**src/rtl/spi_rx.sv**
```systemverilog
// spi_rx: SPI peripheral-side receive shifter.
// Oversamples sclk/rxd/cs_n on clk, deserialises MSB-first words and presents
// each completed word on an AXI-Stream master port with a one-word holding
// register. Flags dropped words (overrun) and partial words at cs_n release
// (framing).
//
// Ports:
//   clk, rst_n        system clock, asynchronous active-low reset
//   sclk, rxd, cs_n   raw SPI inputs, asynchronous to clk
//   spi_mode          SPI mode 0..3, latched at frame start
//   m_axis_*          received-word stream (tdata/tvalid out, tready in)
//   busy              high while a frame is selected
//   overrun_error     one-cycle pulse when a completed word is dropped
//   frame_error       one-cycle pulse when cs_n releases mid-word
module spi_rx #(
    parameter int unsigned DATA_WIDTH  = 8,
    parameter int unsigned SYNC_STAGES = 2
) (
    input  logic                  clk,
    input  logic                  rst_n,
    input  logic                  sclk,
    input  logic                  rxd,
    input  logic                  cs_n,
    input  logic [1:0]            spi_mode,
    output logic [DATA_WIDTH-1:0] m_axis_tdata,
    output logic                  m_axis_tvalid,
    input  logic                  m_axis_tready,
    output logic                  busy,
    output logic                  overrun_error,
    output logic                  frame_error
);

    localparam int unsigned CNT_W = $clog2(DATA_WIDTH);
    localparam logic [CNT_W-1:0] LAST_BIT = CNT_W'(DATA_WIDTH - 1);

    typedef enum logic {
        IDLE = 1'b0,
        RECV = 1'b1
    } state_e;

    state_e                  state_q, state_d;
    logic [SYNC_STAGES-1:0]  sclk_sync_q, rxd_sync_q, cs_sync_q;
    logic                    sclk_prev_q;
    logic [1:0]              mode_q, mode_d;
    logic [DATA_WIDTH-1:0]   shift_q, shift_d;
    logic [CNT_W-1:0]        bit_cnt_q, bit_cnt_d;
    logic [DATA_WIDTH-1:0]   tdata_q, tdata_d;
    logic                    tvalid_q, tvalid_d;
    logic                    ovr_q, ovr_d;
    logic                    ferr_q, ferr_d;

    logic sclk_s_c, rxd_s_c, cs_s_c;
    logic rise_c, fall_c, sample_edge_c, word_done_c;

    // Synchronisers: identical depth keeps sclk/rxd/cs_n mutually aligned
    always_ff @(posedge clk or negedge rst_n) begin
        if (!rst_n) begin
            sclk_sync_q <= '0;
            rxd_sync_q  <= '0;
            cs_sync_q   <= '1;
            sclk_prev_q <= 1'b0;
        end else begin
            sclk_sync_q <= {sclk_sync_q[SYNC_STAGES-2:0], sclk};
            rxd_sync_q  <= {rxd_sync_q[SYNC_STAGES-2:0], rxd};
            cs_sync_q   <= {cs_sync_q[SYNC_STAGES-2:0], cs_n};
            sclk_prev_q <= sclk_sync_q[SYNC_STAGES-1];
        end
    end

    assign sclk_s_c = sclk_sync_q[SYNC_STAGES-1];
    assign rxd_s_c  = rxd_sync_q[SYNC_STAGES-1];
    assign cs_s_c   = cs_sync_q[SYNC_STAGES-1];
    assign rise_c   = sclk_s_c & ~sclk_prev_q;
    assign fall_c   = ~sclk_s_c & sclk_prev_q;
    // Modes 0 and 3 sample on the rising edge, modes 1 and 2 on the falling edge
    assign sample_edge_c = (mode_q[1] == mode_q[0]) ? rise_c : fall_c;

    // State register
    always_ff @(posedge clk or negedge rst_n) begin
        if (!rst_n) begin
            state_q <= IDLE;
        end else begin
            state_q <= state_d;
        end
    end

    // Next-state logic
    always_comb begin
        state_d = state_q;
        case (state_q)
            IDLE: if (!cs_s_c) state_d = RECV;
            RECV: if (cs_s_c)  state_d = IDLE;
        endcase
    end

    // Datapath and output next values
    always_comb begin
        shift_d     = shift_q;
        bit_cnt_d   = bit_cnt_q;
        mode_d      = mode_q;
        tdata_d     = tdata_q;
        tvalid_d    = tvalid_q & ~m_axis_tready;
        ovr_d       = 1'b0;
        ferr_d      = 1'b0;
        word_done_c = 1'b0;
        case (state_q)
            IDLE: begin
                if (!cs_s_c) begin
                    shift_d   = '0;
                    bit_cnt_d = '0;
                    mode_d    = spi_mode;
                end
            end
            RECV: begin
                // cs_n release wins over a coincident sample edge
                if (cs_s_c) begin
                    if (bit_cnt_q != '0) ferr_d = 1'b1;
                    shift_d   = '0;
                    bit_cnt_d = '0;
                end else if (sample_edge_c) begin
                    shift_d = {shift_q[DATA_WIDTH-2:0], rxd_s_c};
                    if (bit_cnt_q == LAST_BIT) begin
                        bit_cnt_d   = '0;
                        word_done_c = 1'b1;
                    end else begin
                        bit_cnt_d = bit_cnt_q + CNT_W'(1);
                    end
                end
            end
        endcase
        // Holding register accepts a word when empty or being drained this cycle
        if (word_done_c) begin
            if (!tvalid_q || m_axis_tready) begin
                tdata_d  = shift_d;
                tvalid_d = 1'b1;
            end else begin
                ovr_d = 1'b1;
            end
        end
    end

    // Datapath registers
    always_ff @(posedge clk or negedge rst_n) begin
        if (!rst_n) begin
            shift_q   <= '0;
            bit_cnt_q <= '0;
            mode_q    <= 2'd0;
            tdata_q   <= '0;
            tvalid_q  <= 1'b0;
            ovr_q     <= 1'b0;
            ferr_q    <= 1'b0;
        end else begin
            shift_q   <= shift_d;
            bit_cnt_q <= bit_cnt_d;
            mode_q    <= mode_d;
            tdata_q   <= tdata_d;
            tvalid_q  <= tvalid_d;
            ovr_q     <= ovr_d;
            ferr_q    <= ferr_d;
        end
    end

    assign m_axis_tdata  = tdata_q;
    assign m_axis_tvalid = tvalid_q;
    assign busy          = (state_q == RECV);
    assign overrun_error = ovr_q;
    assign frame_error   = ferr_q;

endmodule
```
**config.mk**
```make
export PLATFORM = sky130hd
export DESIGN_NAME = spi_rx
export DESIGN_NICKNAME = d
export VERILOG_FILES = /design/src/rtl/spi_rx.sv
export SDC_FILE = /design/constraint.sdc
export NUM_CORES = 1
export LEC_CHECK = 0
export ABC_AREA = 1
export BUFFER_PORTS_ARGS = -buffer_cell sky130_fd_sc_hd__buf_4
export CORE_MARGIN = 2
export CORE_UTILIZATION = 54
export DETAILED_ROUTE_END_ITERATION = 8
export PLACE_DENSITY = 0.77
export SLEW_MARGIN = 20
export SYNTH_ARGS = -nofsm -noshare
export SYNTH_HDL_FRONTEND = slang
export SYNTH_SLANG_ARGS = --single-unit
export TNS_END_PERCENT = 30
```
**constraint.sdc**
```tcl
create_clock -name clk -period 1.5 [get_ports clk]
set_input_delay 0.225 -clock clk [delete_from_list [all_inputs] [get_ports clk]]
set_output_delay 0.225 -clock clk [all_outputs]
set_load 0.02 [all_outputs]
```
==> impl_results.md <==
* Status: finished clean
* Final worst slack at 0.161 ns
* Final net count at 173
* Critical path arrival at 1.61 ns
* Setup tns final at 0 ns
* DRT Pass-1 Iters at 4
* H-tree levels at 2
* Pin count of the biggest net entering global routing at 33
* Place WS at 0.106 ns
* Post-route insts no fill at 191
* Gr usage total at 20.6%
* # diodes at 0
* Vias in the first global route at 922
* PD cells at 991 mW/mm2
* Max VDD drop at 0.000795 V
* Period utilization at 89.2%
* Initial core utilization at 58.0%
* Clk pin slew, worst setup/hold paths at 0.10 ns
* Wire length of the first global-routing pass at 3.92 mm
* Capturing point of the worst reg2reg path: m_axis_tdata[5]$_DFFE_PN0P_
* Commonest non-fill, non-tap cell in the layout: nand2_1
* Sequential cell area fraction in the yosys report at 61.4%
* Layout cell share with drive strength beyond 1 at 35.6%
* Cell Area, Synth at 0.00131 mm2
* Max-capacitance violation count at 0
* Final setup violation count at 0
* Final Slew Violations at 0
* Flops & latches, synth at 32
* Syn Nets at 140
* Worst Tran Pin Value at 0.411 ns
* Crit end category: register
* Drt drc at 0
* Layout area overhead at 23.3%
* Top cells by area, synth: dfrtp_1 57%, nand2_1 11%, nand2_2 8.1%
* Final Hold Viols at 0
* Initial drt markers at 13
* Post-DP HPWL at 1.49 mm
* Leakage Power at 0.863 nW
* Final Power at 1.60 mW
* Fin crit period at 1.34 ns
* Setup CP Type: reg -> reg
* Worst R2R Setup Slack at 0.16 ns
* Critical Path Sink: m_axis_tdata[5]$_DFFE_PN0P_
* Commonest non-fill, non-tap cells in the layout: 37 x nand2_1, 30 x dfrtp_1, 23 x buf_4, 17 x nand2_2, 10 x inv_1
* Die area at 0.00283 mm2
* Post-DR vias/cell at 4.79
* Clock Latency Late Sink at 0.33 ns
* Clk_skew at 0.00675 ns
* CORE AREA at 0.00225 mm2
* Grt total ovfl at 0
* R2R depth at 6
* Setup repair after global routing missed its margin: no
* Core Rows at 17
* Syn. warnings at 0
* Synth Instances at 129
* CTS tree: yes
* Hold Crit Class: in -> reg
* Via count at 914
* Die height at 53.2 um
* Largest area contributor in the netlist: dfrtp_1
* Routed wire per std cell at 11.6 um
* Placer Congestion at 0.813
* Num CTS Buffers at 5
* Mean Syn Cell Area at 10.1 um2
* Fmax achieved at 747 MHz
* CP Data Required Time at 1.77 ns
* Die width at 53.2 um
* Max_slew headroom at 72.5%
* I/O Buffers at 19
* Drt total wl at 2.22 mm
* Top-area cell type share of the netlist area at 57.4%
* Hold Crit Start: spi_mode[0]
* Synth cell types at 18
* Crit Path Max Fanout at 8
* Type of origin of the critical path: register
* Antenna-violating nets left at 0
* Worst Setup SP: bit_cnt_q[0]$_DFFE_PN0P_
* Cell total after placement at 177
* Clock sink count at 32
* RR Startpoint: bit_cnt_q[0]$_DFFE_PN0P_
* Root Buffer: clkbuf_4
* Worst hold slack at 0.118 ns
* Max Buffers Root-to-Sink at 2
* Top-Level Pins at 20
* Initial antenna violation count at 0
critical path: stages (launching register included):
cell,delay (ns)
dfrtp_1,0.36
ha_1,0.15
ha_1,0.19
nand4_1,0.17
nor2_4,0.26
nand2_1,0.09
nand2_1,0.06
area by class of cell:
type / count / area [um2]
clock buffers: 7 / 55.1
clock inverters: 1 / 7.51
fillers: 166 / 643
inverters: 12 / 45.0
multi-input cells: 84 / 453
flip-flops and latches: 32 / 803
well taps: 28 / 35.0
repair buffers: 27 / 213
synthesized netlist by cell type:
cell,n
ha_1,3
inv_1,10
nand2_4,1
o21ai_0,2
nand4_1,1
dfstp_2,2
o21ai_1,3
nor2_4,2
nand2_2,17
a21oi_1,1
nor2_1,5
inv_2,2
nand3_1,8
buf_6,1
nand3_2,3
nand2_1,37
nor2_2,1
dfrtp_1,30
where the power goes:
part / switching [mW] / total (mW) / internal [mW]
registers: 0.0156 / 0.908 / 0.893
clock network: 0.284 / 0.513 / 0.229
logic: 0.109 / 0.176 / 0.0666
worst min path at each step:
stage	endpoint	cells after the start
finish	mode_q[0]$_DFFE_PN0P_	3
global route	mode_q[1]$_DFFE_PN0P_	3
CTS	mode_q[0]$_DFFE_PN0P_	3
detailed placement	mode_q[0]$_DFFE_PN0P_	1
global placement	mode_q[0]$_DFFE_PN0P_	1
floorplan	bit_cnt_q[0]$_DFFE_PN0P_	0
registers in the layout (all words and copies together), names as in the netlist:
signal,flops
bit_cnt_q,3
busy,1
cs_sync_q,2
frame_error,1
m_axis_tdata,8
m_axis_tvalid,1
mode_q,2
overrun_error,1
rxd_sync_q,2
sclk_prev_q,1
sclk_sync_q,2
shift_q,8
layer usage:
metal / vias to the layer above / track usage [%] / wire length, um
met3: 6 / 5.93 / 86
met4: 0 / 12.8 / 50
met5: - / 0 / 0
met1: 422 / 25.5 / 1020
met2: 18 / 31.3 / 1070
li1: 468 / - / -
stage by stage:
step	util [%]	area, um2
5_1_grt	71.5	1610
3_3_place_gp	66.0	1490
3_5_place_dp	66.0	1490
4_1_cts	70.6	1590
6_report	71.5	1610
2_1_floorplan	-	1310
what timing repair did:
item | CTS | global route
hold endpoints to repair | 33 | 0
resized for setup | 0 | 1
endpoints found under the setup margin | 0 | 8
setup buffers | 0 | 2
hold buffers | 4 | 0
cells by family (layout without fill, tap and decap cells):
| logic type | count (synthesis) | in the layout | synth area share, % |
|---|---|---|---|
| simple gates | 75 | 75 | 29.1 |
| flops | 32 | 32 | 61.4 |
| buf+inv | 13 | 47 | 4.31 |
| compound gates | 6 | 6 | 2.30 |
| fa+ha+maj | 3 | 3 | 2.87 |
Power figures use the tool's default switching activity.
